**config.mk**
```make
export PLATFORM = sky130hd
export DESIGN_NAME = ex_mem_skid_reg
export DESIGN_NICKNAME = d
export VERILOG_FILES = /design/src/rtl/ex_mem_skid_reg_pkg.sv /design/src/rtl/ex_result_sel.sv /design/src/rtl/ex_mem_skid_reg.sv
export SDC_FILE = /design/constraint.sdc
export NUM_CORES = 1
export LEC_CHECK = 0
export ABC_AREA = 1
export BUFFER_PORTS_ARGS = -buffer_cell sky130_fd_sc_hd__buf_2
export CELL_PAD_IN_SITES_DETAIL_PLACEMENT = 0
export CELL_PAD_IN_SITES_GLOBAL_PLACEMENT = 2
export CORE_MARGIN = 2
export CORE_UTILIZATION = 33
export CTS_BUF_LIST = sky130_fd_sc_hd__clkbuf_2
export CTS_CLUSTER_DIAMETER = 60
export DETAILED_ROUTE_END_ITERATION = 16
export GPL_ROUTABILITY_DRIVEN = 1
export PLACE_DENSITY_LB_ADDON = 0.1
export SYNTH_ARGS = -nofsm -noshare
export SYNTH_HDL_FRONTEND = slang
export SYNTH_SLANG_ARGS = --single-unit
```
**constraint.sdc**
```tcl
create_clock -name clk_i -period 3.7 [get_ports clk_i]
set_input_delay 0.925 -clock clk_i [delete_from_list [all_inputs] [get_ports clk_i]]
set_output_delay 0.925 -clock clk_i [all_outputs]
set_load 0.01 [all_outputs]
```
**src/rtl/ex_mem_skid_reg_pkg.sv**
```systemverilog
// Shared EX->MEM definitions: ALU control codes, default widths and the skid-buffer state type.
// The shifter, ALU and control unit decode the same control codes.
package ex_mem_skid_reg_pkg;

  localparam int unsigned DataWDefault = 32;
  localparam int unsigned RegAwDefault = 5;

  localparam logic [3:0] AluSra  = 4'b1000;
  localparam logic [3:0] AluSrav = 4'b1001;
  localparam logic [3:0] AluLui  = 4'b1010;

  // The encoding doubles as the occupancy count.
  typedef enum logic [1:0] {
    StEmpty = 2'd0,
    StOne   = 2'd1,
    StFull  = 2'd2
  } skid_state_e;

  function automatic logic is_shift_op(logic [3:0] ctrl);
    return (ctrl == AluSra) || (ctrl == AluSrav) || (ctrl == AluLui);
  endfunction

endpackage

```
**src/rtl/ex_result_sel.sv**
```systemverilog
// EX result mux: picks the shifter output for shift-class control codes, the ALU output otherwise.
module ex_result_sel
  import ex_mem_skid_reg_pkg::*;
#(
  parameter int unsigned DATA_W = DataWDefault
) (
  input  logic [3:0]        alu_ctrl_i,
  input  logic [DATA_W-1:0] alu_result_i,
  input  logic [DATA_W-1:0] shift_result_i,
  output logic [DATA_W-1:0] result_o
);

  always_comb begin
    result_o = alu_result_i;
    if (is_shift_op(alu_ctrl_i)) begin
      result_o = shift_result_i;
    end
  end

endmodule

```
**src/rtl/ex_mem_skid_reg.sv**
```systemverilog
// EX->MEM pipeline boundary with a 2-entry skid buffer; ready_o depends only on registered state,
// so a MEM stall never reaches EX combinationally.
module ex_mem_skid_reg
  import ex_mem_skid_reg_pkg::*;
#(
  parameter int unsigned DATA_W = DataWDefault,
  parameter int unsigned REG_AW = RegAwDefault
) (
  input  logic              clk_i,
  input  logic              rst_i,
  input  logic              valid_i,
  output logic              ready_o,
  input  logic [3:0]        alu_ctrl_i,
  input  logic [DATA_W-1:0] alu_result_i,
  input  logic [DATA_W-1:0] shift_result_i,
  input  logic [REG_AW-1:0] rd_addr_i,
  input  logic              reg_write_i,
  input  logic              mem_read_i,
  input  logic              mem_write_i,
  input  logic [DATA_W-1:0] wdata_i,
  input  logic              flush_i,
  output logic              valid_o,
  input  logic              ready_i,
  output logic [DATA_W-1:0] result_o,
  output logic [REG_AW-1:0] rd_addr_o,
  output logic              reg_write_o,
  output logic              mem_read_o,
  output logic              mem_write_o,
  output logic [DATA_W-1:0] wdata_o,
  output logic [1:0]        occ_o
);

  localparam int unsigned PayW = 2 * DATA_W + REG_AW + 3;

  skid_state_e       state_q;
  logic [PayW-1:0]   main_q;
  logic [PayW-1:0]   skid_q;
  logic [PayW-1:0]   in_pay;
  logic [DATA_W-1:0] sel_result;
  logic              accept;
  logic              deliver;
  logic              main_reg_write;
  logic              main_mem_read;
  logic              main_mem_write;

  ex_result_sel #(
    .DATA_W(DATA_W)
  ) u_result_sel (
    .alu_ctrl_i    (alu_ctrl_i),
    .alu_result_i  (alu_result_i),
    .shift_result_i(shift_result_i),
    .result_o      (sel_result)
  );

  // Result is resolved here, at capture; buffered beats are never re-selected.
  assign in_pay = {sel_result, rd_addr_i, reg_write_i, mem_read_i, mem_write_i, wdata_i};

  assign ready_o = (state_q != StFull) & rst_i;
  assign valid_o = (state_q != StEmpty);
  assign occ_o   = state_q;
  assign accept  = valid_i & ready_o;
  assign deliver = valid_o & ready_i;

  always_ff @(posedge clk_i or negedge rst_i) begin
    if (!rst_i) begin
      state_q <= StEmpty;
      main_q  <= '0;
      skid_q  <= '0;
    end else if (flush_i) begin
      // Incoming beat is dropped even if accepted; payload may go stale, controls are gated below.
      state_q <= StEmpty;
    end else begin
      unique case (state_q)
        StEmpty: begin
          if (accept) begin
            main_q  <= in_pay;
            state_q <= StOne;
          end
        end
        StOne: begin
          if (accept && deliver) begin
            main_q <= in_pay;
          end else if (accept) begin
            skid_q  <= in_pay;
            state_q <= StFull;
          end else if (deliver) begin
            state_q <= StEmpty;
          end
        end
        StFull: begin
          if (deliver) begin
            main_q  <= skid_q;
            state_q <= StOne;
          end
        end
        default: state_q <= StEmpty;
      endcase
    end
  end

  assign {result_o, rd_addr_o, main_reg_write, main_mem_read, main_mem_write, wdata_o} = main_q;

  // Bubbles must never cause writeback or memory side effects.
  assign reg_write_o = main_reg_write & valid_o;
  assign mem_read_o  = main_mem_read & valid_o;
  assign mem_write_o = main_mem_write & valid_o;

endmodule
```
== Word-level counts from Yosys, hierarchy flattened ==
Cells that the tools add are included.

* Register bits: 146
* Input bits: 113
* Output and inout bits: 76
* Word-level logic and storage cells: 45

* Eq/ne operators: 13
* Multiplexer cells: 12
* Bitwise logic cells: 8
* Reduce and logical (&&, ||, !) cells: 9

{| class="wikitable"
|+ Operators with widths
! kind !! count
|-
| two-way mux 72 bit || 3
|-
| case mux 72 bit (3 select lines) || 1
|-
| two-way mux 32 bit || 1
|-
| == test 4 bit (second input constant) || 3
|-
| two-way mux 2 bit || 6
|-
| inequality test 3 bit (second input constant) || 3
|-
| inequality test 2 bit (second input constant) || 4
|-
| AND reduction 4 bit || 2
|-
| bitwise AND 1 bit || 6
|-
| case mux 2 bit (3 select lines) || 1
|-
| AND reduction 5 bit || 1
|-
| inequality test 4 bit (second input constant) || 1
|-
| nonzero test 3 bit || 1
|-
| == test 2 x 1 -> 1 bit (second input constant) || 1
|-
| == test 2 bit (second input constant) || 1
|-
| zero test 2 bit || 1
|-
| logical OR 1 bit || 2
|-
| NOT 1 bit || 2
|-
| nonzero test 2 bit || 1
|-
| logical AND 1 bit || 1
|}

== Logic depth before layout (Yosys ltp) ==
* Depth after elaboration: 7
* Depth in mapped cells: 11
* Gate-level depth less buffers: 10

== Cells and area by module ==
Synthesis repeated with hierarchy kept, for this count alone.

* Cells, all modules: 989
* Area total of the unflattened synthesis: 7537.2 um^2

{| class="wikitable"
|+ Modules (own cells, without submodules)
! module !! instances !! cells each !! area an instance (um^2) !! sequential area each (um^2)
|-
| ex_mem_skid_reg || 1 || 879 || 7049.3 || 3653.5
|-
| ex_result_sel || 1 || 110 || 488.0 || 0.0
|}

== Worst setup path before layout ==
No wires, ideal clock.

* Path kind: input port to output port
* Start: input rst_i
* End: output ready_o
* Data arrival time: 1.213 ns
* Data required time: 2.775 ns
* Path slack: 1.562 ns
* Cell stages on the path: 2
* Buffers on the path: 0
* Path through: inv_1 > a21oi_1

* Word-level cells in the longest chain between the ends: 1

{| class="wikitable"
|+ RTL lines
! item !! line !! text
|-
| start, declared || ex_mem_skid_reg.sv:10 || <nowiki>input logic rst_i,</nowiki>
|-
| bitwise AND 1 bit || ex_mem_skid_reg.sv:58 || <nowiki>assign ready_o = (state_q != StFull) & rst_i;</nowiki>
|-
| end, declared || ex_mem_skid_reg.sv:12 || <nowiki>output logic ready_o,</nowiki>
|}

Every way passes these cells.

== Worst setup path after layout ==
* Start: register state_q[0], in the netlist occ_o[0]
* End: output valid_o

* Word-level cells in the longest chain between the ends: 1

{| class="wikitable"
|+ RTL lines
! item !! line !! text
|-
| start, declared || ex_mem_skid_reg.sv:35 || <nowiki>skid_state_e state_q;</nowiki>
|-
| start signal, assigned || ex_mem_skid_reg.sv:66 || <nowiki>state_q <= StEmpty;</nowiki>
|-
| start signal, assigned || ex_mem_skid_reg.sv:71 || <nowiki>state_q <= StEmpty;</nowiki>
|-
| start signal, assigned || ex_mem_skid_reg.sv:77 || <nowiki>state_q <= StOne;</nowiki>
|-
| nonzero test 2 bit || ex_mem_skid_reg.sv:59 || <nowiki>assign valid_o = (state_q != StEmpty);</nowiki>
|-
| end, declared || ex_mem_skid_reg.sv:22 || <nowiki>output logic valid_o,</nowiki>
|}

Every way passes these cells.

==> summary.txt <==
STA
------------------------------------------------------------------------------------------------------
Final clock period utilization by the worst path                                                 0.728
Final count of hold timing violations                                                                0
Max-Slew Margin vs Limit                                                                         0.483
Number of pins exceeding their max-slew limit in the final report                                    0
Final critical delay including setup and external delays                                       2.69 ns
Final setup violation count                                                                          0
Unrepaired setup endpoints after global routing                                                     no
Transition time at the pin with the least slew margin                                         0.776 ns
Maximum achievable frequency                                                                   371 MHz
Sum Neg Setup Slack                                                                               0 ns
Max Clock Skew                                                                               0.0316 ns

POWER AND IR DROP
------------------------------------------------------------------------------------------------------
Clk network pwr share                                                                            0.249
Static leakage power                                                                        0.00511 uW
Logic pwr share                                                                                  0.266
Cell internal pwr                                                                              3360 uW
Power per standard cell area                                                                581 mW/mm2
Switching share of power                                                                         0.333
Peak supply drop                                                                                214 uV
Switching Power                                                                                1680 uW
Part of the total power dissipated in sequential elements                                        0.484

GLOBAL ROUTE
------------------------------------------------------------------------------------------------------
Grt total ovfl                                                                                       0
Wire length of the first global-routing pass                                                  33200 um
GRT Util Overall                                                                                 0.174
Via count of the first global-routing pass                                                        6241
Pin count of the biggest net entering global routing                                                85
Number of antenna violations at the first check in global routing                                    3

CRITICAL PATH
------------------------------------------------------------------------------------------------------
Slack of the worst reg-to-reg path                                                             1.31 ns
Startpoint kind of the worst setup timing path                                                    flop
Critical R2R Launch                                                                           occ_o[0]
Crit path max fanout                                                                                 6
Element type at the critical path end                                                       output pin
Reg2Reg Capture Point                                                                       main_q[32]
FF-to-FF path depth                                                                                 10
Classification of the worst setup path                                                      reg -> out
Critical path data arrival time                                                                1.77 ns
CP Data Required Time                                                                          2.77 ns
Worst setup path startpoint                                                                   occ_o[0]
Destination of the critical timing path                                                        valid_o

CTS
------------------------------------------------------------------------------------------------------
Clock transition at the register clock pins on the worst setup and hold paths after CTS        0.23 ns
Hold Buf Count CTS                                                                                   0
H-Tree Level Count                                                                                   4
Sinks on Clock Net                                                                                 146
Root buffer selected by CTS                                                               sky130_fd_sc_hd__clkbuf_2
Worst-case clock buffer depth                                                                        2
PostCTS Resize Cnt                                                                                   0
Clock tree from TritonCTS                                                                        built
Cts bufs inserted                                                                                   17
Skew-Pair Late Insertion Delay                                                                 0.70 ns
Post-CTS Setup Bufs                                                                                  0

OUTCOME
------------------------------------------------------------------------------------------------------
Result of the run                                                                         complete, no violations

PLACE
------------------------------------------------------------------------------------------------------
Post-detail-place hpwl                                                                        13400 um
Port Buffer Count                                                                                  188
Gpl congestion                                                                                   0.730
Number of cells after detailed placement                                                          1418

FINAL LAYOUT
------------------------------------------------------------------------------------------------------
Post-route non-filler standard cell count                                                         1452
Nets                                                                                              1265
Proportion of layout cells with a drive suffix above 1                                           0.209
Area Overhead vs Synth                                                                           13.9%

SYNTHESIS
------------------------------------------------------------------------------------------------------
Mapped Area                                                                                0.00762 mm2
Share of flip-flops with an asynchronous set or reset                                             1.00
Instance count of the mapped netlist                                                              1054
Sequential fraction of the synthesis area                                                        0.480
Nets in the synthesized netlist                                                                   1167
Largest cells by area after synthesis                                                     sky130_fd_sc_hd__dfrtp_1 (48%), sky130_fd_sc_hd__nand2_1 (23%), sky130_fd_sc_hd__buf_4 (6.8%)
Most numerous cell in the Yosys netlist                                                   sky130_fd_sc_hd__nand2_1
Syn_area_per_cell                                                                             7.23 um2
Commonest register cell after synthesis                                                   sky130_fd_sc_hd__dfrtp_1
Library cell occupying the most area in the post-synthesis netlist                        sky130_fd_sc_hd__dfrtp_1
Warnings from Yosys                                                                                  0
Area share of the leading cell type in the synthesized netlist                                   0.480
Unique cell type count in the Yosys netlist                                                         20
Flops & latches, synth                                                                             146
Number of enable-type register cells in the synthesized netlist                                      0
Most frequent cells after synthesis                                                       sky130_fd_sc_hd__nand2_1 (462), sky130_fd_sc_hd__dfrtp_1 (146), sky130_fd_sc_hd__inv_1 (117)

ROUTE
------------------------------------------------------------------------------------------------------
Remaining antenna violation count                                                                    0
Initial DRC count                                                                                  352
Per-cell routed wire length                                                                    14.1 um
Vias per cell                                                                                     4.40
Count of unresolved DRC violations after routing                                                     0
Sum of routed wire length over all layers                                                     20500 um
Number of iterations in the first detailed-routing pass                                              5
Number of vias after detailed routing                                                             6384

FLOORPLANNING
------------------------------------------------------------------------------------------------------
Starting density of the core                                                                     0.337
Die Y-Extent                                                                                    156 um
Die outline area                                                                            0.0243 mm2
Core Rows                                                                                           55
Die W                                                                                           156 um
IO Count                                                                                           189
Core region area                                                                            0.0226 mm2

WORST HOLD PATH
------------------------------------------------------------------------------------------------------
Worst hold path type                                                                       in -> async

FLOW RUN
------------------------------------------------------------------------------------------------------
Number of maximum-capacitance violations                                                             0

==> worst min path at each step <==
stage | end | slack, ns | depth (start not counted) | from
6_report | main_q[69] | 0.28 | 2 | rst_i
5_1_grt | skid_q[39] | 0.21 | 2 | rst_i
4_1_cts | main_q[58] | 0.20 | 2 | rst_i
3_5_place_dp | main_q[28] | 0.46 | 2 | main_q[28]
3_3_place_gp | main_q[25] | 0.45 | 2 | main_q[25]
2_1_floorplan | main_q[32] | 0.44 | 2 | main_q[32]
==> routing by layer <==
layer  part of all wire  track usage  up-vias
met5             0.0011            0        -
met4              0.011       0.0446        4
met3              0.054       0.0447       16
met2               0.47        0.290      136
met1               0.46        0.227     2880
li1                   -            -     3348
==> sequential cells by signal, summed over array words and instances (netlist names) <==
register,count
main_q,72
skid_q,72
occ_o,2
==> metrics by stage <==
| step | setup WS [ns] | cell area (um2) | hold slack [ns] | utilization | power, uW |
|---|---|---|---|---|---|
| 2_1_floorplan | 1.56 | 7620 | 0.442 | - | 3580 |
| 3_3_place_gp | 1.06 | 8320 | 0.454 | 0.367 | 3840 |
| 3_5_place_dp | 1.08 | 8320 | 0.458 | 0.367 | 3860 |
| 4_1_cts | 0.893 | 8670 | 0.205 | 0.383 | 5140 |
| 5_1_grt | 0.814 | 8680 | 0.212 | 0.383 | 5460 |
| 6_report | 1.01 | 8680 | 0.275 | 0.383 | 5040 |
==> layout make-up <==
cell class,instances,area [um2]
fillers,2476,14000
flip-flops and latches,146,3650
multi-input cells,666,2780
repair buffers,202,1080
inverters,119,447
well taps,285,357
clock inverters,13,258
clock buffers,19,95.1
diodes,2,5.00
==> kinds of logic (layout without fill, tap and decap cells) <==
group,count (synthesis),in the layout,share of synthesized area
flip-flops,146,146,0.480
AO/OA/AOI/OAI,116,116,0.0769
AND/OR/NAND/NOR,550,550,0.286
other,0,2,0
buffers and inverters,242,353,0.157
==> cell usage in the layout (no fill, tap or decap), types with 2 or more instances in the layout <==
cell type	instances
sky130_fd_sc_hd__dfrtp_1	146
sky130_fd_sc_hd__nand3_1	74
sky130_fd_sc_hd__nand2_1	461
sky130_fd_sc_hd__buf_12	2
sky130_fd_sc_hd__inv_1	117
sky130_fd_sc_hd__inv_2	2
sky130_fd_sc_hd__nor2_2	3
sky130_fd_sc_hd__o21ai_0	67
sky130_fd_sc_hd__bufinv_16	7
sky130_fd_sc_hd__diode_2	2
sky130_fd_sc_hd__buf_4	12
sky130_fd_sc_hd__clkinv_4	4
sky130_fd_sc_hd__a21oi_1	2
sky130_fd_sc_hd__nor2_1	7
sky130_fd_sc_hd__o21ai_1	45
sky130_fd_sc_hd__buf_2	187
sky130_fd_sc_hd__clkbuf_2	19
==> critical path, cell delays in order, from the launching register on <==
cell and delay [ns]:
sky130_fd_sc_hd__dfrtp_1 0.51, sky130_fd_sc_hd__nor2_2 0.32, sky130_fd_sc_hd__inv_1 0.11, sky130_fd_sc_hd__buf_2 0.16
==> power groups by stage <==
stage,clock network [uW],logic [uW],registers [uW]
floorplan,0,1190,2390
global placement,0,1350,2490
detailed placement,0,1370,2480
CTS,1310,1380,2450
global route,1370,1570,2510
finish,1260,1340,2440
(Power assumes the default switching activity.)
